### config.mk
export PLATFORM = sky130hd
export DESIGN_NAME = wb_bus_if
export DESIGN_NICKNAME = d
export VERILOG_FILES = /design/src/rtl/wb_bus_if.sv
export SDC_FILE = /design/constraint.sdc
export NUM_CORES = 1
export LEC_CHECK = 0
export ABC_AREA = 0
export BUFFER_PORTS_ARGS = -buffer_cell sky130_fd_sc_hd__clkbuf_2
export CAP_MARGIN = 20
export CORE_ASPECT_RATIO = 1.75
export CORE_MARGIN = 10
export CORE_UTILIZATION = 30
export DETAILED_ROUTE_END_ITERATION = 12
export HOLD_SLACK_MARGIN = 0.05
export REMOVE_ABC_BUFFERS = 1
export SYNTH_ARGS = -nofsm -noshare
export SYNTH_HDL_FRONTEND = slang
export SYNTH_SLANG_ARGS = --single-unit
### constraint.sdc
create_clock -name clk -period 4.8 [get_ports clk]
set_input_delay 0.96 -clock clk [delete_from_list [all_inputs] [get_ports clk]]
set_output_delay 0.96 -clock clk [all_outputs]
set_load 0.01 [all_outputs]
### src/rtl/wb_bus_if.sv
// wb_bus_if: OpenMIPS memory port to Wishbone B3 classic master.
// Optional BUS_TIMEOUT_EN aborts BUSY after TIMEOUT_CYCLES.
module wb_bus_if #(
  parameter int ADDR_W = 32,
  parameter int DATA_W = 32,
  parameter int TIMEOUT_CYCLES = 255
) (
  input  logic                clk,
  input  logic                rst,
  input  logic [5:0]          stall_i,
  input  logic                flush_i,
  input  logic                cpu_ce_i,
  input  logic [ADDR_W-1:0]   cpu_addr_i,
  input  logic [DATA_W-1:0]   cpu_data_i,
  input  logic                cpu_we_i,
  input  logic [DATA_W/8-1:0] cpu_sel_i,
  output logic [DATA_W-1:0]   cpu_data_o,
  output logic                stallreq,
  input  logic [DATA_W-1:0]   wishbone_data_i,
  input  logic                wishbone_ack_i,
  output logic [ADDR_W-1:0]   wishbone_addr_o,
  output logic [DATA_W-1:0]   wishbone_data_o,
  output logic                wishbone_we_o,
  output logic [DATA_W/8-1:0] wishbone_sel_o,
  output logic                wishbone_stb_o,
  output logic                wishbone_cyc_o,
  output logic                bus_err_o
);

  localparam int SEL_W = DATA_W / 8;

  localparam logic [1:0] S_IDLE = 2'd0;
  localparam logic [1:0] S_BUSY = 2'd1;
  localparam logic [1:0] S_WAIT = 2'd2;

  logic [1:0]        state_q, state_d;
  logic              cyc_q, cyc_d;
  logic              stb_q, stb_d;
  logic              we_q, we_d;
  logic [SEL_W-1:0]  sel_q, sel_d;
  logic [ADDR_W-1:0] addr_q, addr_d;
  logic [DATA_W-1:0] wdata_q, wdata_d;
  logic [DATA_W-1:0] rd_buf_q, rd_buf_d;

  logic              stalled;
  logic              to_hit;
  logic              bus_done;
  logic [DATA_W-1:0] rd_data;

  assign stalled = |stall_i;

`ifdef BUS_TIMEOUT_EN
  localparam logic [7:0] TO_LIM = 8'(TIMEOUT_CYCLES);

  logic [7:0] to_cnt_q, to_cnt_d;

  assign to_hit = (state_q == S_BUSY) &&
                  !wishbone_ack_i &&
                  (to_cnt_q == TO_LIM);

  always_comb begin
    to_cnt_d = 8'd0;
    if (state_q == S_BUSY && !wishbone_ack_i && !to_hit)
      to_cnt_d = to_cnt_q + 8'd1;
  end

  always_ff @(posedge clk or negedge rst) begin
    if (!rst) to_cnt_q <= 8'd0;
    else      to_cnt_q <= to_cnt_d;
  end

  assign bus_err_o = to_hit;
`else
  assign to_hit    = 1'b0;
  assign bus_err_o = 1'b0;
`endif

  assign bus_done = (state_q == S_BUSY) &&
                    (wishbone_ack_i || to_hit);

  assign rd_data = to_hit ? {DATA_W{1'b1}}
                          : wishbone_data_i;

  always_comb begin
    state_d  = state_q;
    cyc_d    = cyc_q;
    stb_d    = stb_q;
    we_d     = we_q;
    sel_d    = sel_q;
    addr_d   = addr_q;
    wdata_d  = wdata_q;
    rd_buf_d = rd_buf_q;
    unique case (state_q)
      S_IDLE: begin
        if (cpu_ce_i && !flush_i) begin
          cyc_d   = 1'b1;
          stb_d   = 1'b1;
          we_d    = cpu_we_i;
          sel_d   = cpu_sel_i;
          addr_d  = cpu_addr_i;
          wdata_d = cpu_data_i;
          state_d = S_BUSY;
        end
      end
      S_BUSY: begin
        if (flush_i) begin
          cyc_d    = 1'b0;
          stb_d    = 1'b0;
          we_d     = 1'b0;
          sel_d    = '0;
          addr_d   = '0;
          wdata_d  = '0;
          rd_buf_d = '0;
          state_d  = S_IDLE;
        end else if (bus_done) begin
          cyc_d   = 1'b0;
          stb_d   = 1'b0;
          we_d    = 1'b0;
          sel_d   = '0;
          addr_d  = '0;
          wdata_d = '0;
          if (!we_q)
            rd_buf_d = rd_data;
          state_d = stalled ? S_WAIT : S_IDLE;
        end
      end
      S_WAIT: begin
        if (flush_i) begin
          rd_buf_d = '0;
          state_d  = S_IDLE;
        end else if (!stalled) begin
          state_d = S_IDLE;
        end
      end
      default: begin
        cyc_d    = 1'b0;
        stb_d    = 1'b0;
        we_d     = 1'b0;
        sel_d    = '0;
        addr_d   = '0;
        wdata_d  = '0;
        rd_buf_d = '0;
        state_d  = S_IDLE;
      end
    endcase
  end

  always_ff @(posedge clk or negedge rst) begin
    if (!rst) begin
      state_q  <= S_IDLE;
      cyc_q    <= 1'b0;
      stb_q    <= 1'b0;
      we_q     <= 1'b0;
      sel_q    <= '0;
      addr_q   <= '0;
      wdata_q  <= '0;
      rd_buf_q <= '0;
    end else begin
      state_q  <= state_d;
      cyc_q    <= cyc_d;
      stb_q    <= stb_d;
      we_q     <= we_d;
      sel_q    <= sel_d;
      addr_q   <= addr_d;
      wdata_q  <= wdata_d;
      rd_buf_q <= rd_buf_d;
    end
  end

  always_comb begin
    stallreq = 1'b0;
    unique case (state_q)
      S_IDLE:  stallreq = cpu_ce_i && !flush_i;
      S_BUSY:  stallreq = !bus_done;
      default: stallreq = 1'b0;
    endcase
  end

  always_comb begin
    cpu_data_o = '0;
    if (bus_done && !we_q)
      cpu_data_o = rd_data;
    else if (state_q == S_WAIT)
      cpu_data_o = rd_buf_q;
  end

  assign wishbone_cyc_o  = cyc_q;
  assign wishbone_stb_o  = stb_q;
  assign wishbone_we_o   = we_q;
  assign wishbone_sel_o  = sel_q;
  assign wishbone_addr_o = addr_q;
  assign wishbone_data_o = wdata_q;

endmodule

==> out/results.tsv <==
metric	value	unit
die_y	180	um
slew_headroom	50.6	%
rsz0062_at_grt	no	
crit_type	in -> out	
yosysTopAreaCell	dfrtp_1	
cts_tree	done	
drive_above_1_share	43.5	%
power_frac_seq	47.0	%
synth_ff_type	dfrtp_1	
synth_top_cells_by_area	dfrtp_1, a22o_1, mux2i_1	
routedWlPerCell	17.4	um
holdBufCountCts	0	
r2r_end	wishbone_addr_o[17]	
drt_iter0_markers	130	
synth_cell_types	24	
path_clk_slew	70	ps
nFillCells	1413	
hold_ws	500	ps
min_from	wishbone_addr_o[22]	
gp_congestion	0.771	
hpwl	9900	um
ios	217	
min_path_cells	1	
n_antenna_cell	0	
cts_num_sinks	104	
whs_endpoint	wishbone_addr_o[22]	
fmax	340	MHz
yosysMostFrequentCell	dfrtp_1	
die_area	20000	sq um
setup_viol	0	
cap_violations	0	
finalMaxSlewViolations	0	
switching_share	28.1	%
grt.overflow.total	0	
gr-usage-met3	4.70	%
grt_use_met2	22.5	%
min_period_over_period	61.2	%
yosysWarningCount	0	
die_w	111	um
core-area	14400	sq um
crit_arrival	1980	ps
grt_pass1_vias	4211	
clkLatencyLatePin	340	ps
status	finished clean	
max-clock-path-buffers	2	
initial_core_util	30.4	%
synth_seq_cells	104	
area_growth_syn_to_layout	35.8	%
path_max_fanout	32	
synth_edf_count	0	
finalSetupTns	0	ps
drtAntennaViolNets	0	
tightest_slew	742	ps
rrSetupSlack	2870	ps
r2r_start	state_q[0]	
min_path_type	reg -> reg	
cp.required	3840	ps
switchingPower	627	uW
period_needed	2940	ps
synthArstFlopShare	100	%
antenna_found_initial	0	
fin_nets	670	
routed_wl	12900	um
cp-end-kind	output pin	
synth_top_area_share	59.6	%
p_total	2230	uW
first_pass_iters	4	
drc	0	
grt.busiest_layer	met2	
avgSynthCellArea	12.3	sq um
grtUsageMet1	13.9	%
skew	9.48	ps
hold_violations	0	
post-route-util	41.3	%
crit_path_start_kind	input port	
post_cts_resized	0	
vias	3582	
grt_pass1_wl	21800	um
grt_max_degree	70	
power.share.combinational	19.0	%
power.density	376	nW/um^2
synth_common_cells	dfrtp_1, a22o_1, inv_1, nand2_1, mux2i_1	
postCtsSetupRepairBufs	0	
synth-seq-area-share	59.6	%
place.port_buffers	215	
synth_area	4370	sq um
via_per_inst	4.82	
clockRootBuffer	clkbuf_16	
syn_inst	356	
p_leak	0.00308	uW
grt_usage	12.9	%
pwr-share-clk	34.0	%
p_int	1600	uW
cts_made_buffers	9	
h-tree-depth	3	
ir_drop	0.000186	V
ff2ff_path_depth	4	
std_cell_rows	58	
==> critical path: stages <==
cell and delay (ps):
clkbuf_2 110, nand2_1 90, nor3_2 120, buf_4 340, a22o_1 220, clkbuf_2 130
==> cell families after synthesis <==
| kind of cell | Yosys count | synth area share (%) |
|---|---|---|
| AOI/OAI and AO/OA | 109 | 21.7 |
| buffers and inverters | 64 | 6.45 |
| DFF | 104 | 59.6 |
| muxes | 32 | 7.34 |
| other | 1 | 0.0859 |
| and+or+nand+nor | 46 | 4.79 |
==> power by group through the flow <==
| stage | registers, uW | clock network (uW) | logic [uW] |
|---|---|---|---|
| 2_1_floorplan | 1090 | 0 | 176 |
| 3_3_place_gp | 1060 | 0 | 423 |
| 3_5_place_dp | 1060 | 0 | 436 |
| 4_1_cts | 1050 | 790 | 436 |
| 5_1_grt | 1060 | 824 | 469 |
| 6_report | 1050 | 757 | 424 |
==> metrics by stage <==
step / worst slack [ps] / instance area [sq um] / cells
global route: 1730 / 5930 / 743
detailed placement: 1850 / 5620 / 727
global placement: 1920 / 5600 / 726
floorplan: 770 / 4210 / 325
CTS: 1850 / 5930 / 743
finish: 1860 / 5930 / 743
==> worst max-delay path by stage <==
stage,depth (start not counted),to,from
after floorplan,3,cpu_data_o[0],wishbone_ack_i
after global routing,6,cpu_data_o[3],wishbone_ack_i
after detailed placement,6,cpu_data_o[22],wishbone_ack_i
final,6,cpu_data_o[21],wishbone_ack_i
after global placement,6,cpu_data_o[19],wishbone_ack_i
after CTS,6,cpu_data_o[22],wishbone_ack_i
==> placed cells by master (no fill, tap or decap), drive strengths merged <==
master / n
a21oi: 2
nor2: 2
nand2: 33
o21a: 1
o21ai: 1
o2bb2ai: 1
clkbuf: 224
buf: 8
nor2b: 1
inv: 35
mux2i: 32
bufinv: 1
a22o: 101
o21ba: 1
clkinv: 2
nand2b: 3
a21boi: 1
clkinvlp: 1
conb: 1
or4: 1
nor3: 4
nor3b: 2
dfrtp: 104
o32ai: 1
==> layout make-up <==
type                            count  area [sq um]  share of cell area [%]
Clock inverter                      6          75.1                    1.27
Clock buffer                       10           239                    4.03
Timing Repair Buffer              222          1140                    19.2
Multi-Input combinational cell    188          1530                    25.7
Sequential cell                   104          2600                    43.9
Tap cell                          180           225                    3.80
Inverter                           33           124                    2.09
==> registers in the layout, indices dropped and copies added (netlist names) <==
signal,cells
rd_buf_q,32
state_q,2
wishbone_addr_o,32
wishbone_data_o,32
wishbone_sel_o,4
wishbone_stb_o,1
wishbone_we_o,1
==> per-layer routing <==
| layer | vias up | wire (um) | part of all wire, % |
|---|---|---|---|
| li1 | 1669 | - | - |
| met3 | 16 | 1040 | 8.1 |
| met5 | - | 0 | 0 |
| met4 | 0 | 221 | 1.7 |
| met1 | 1754 | 4900 | 38 |
| met2 | 143 | 6760 | 52 |
Note: power is estimated with default switching activity, not from simulation.
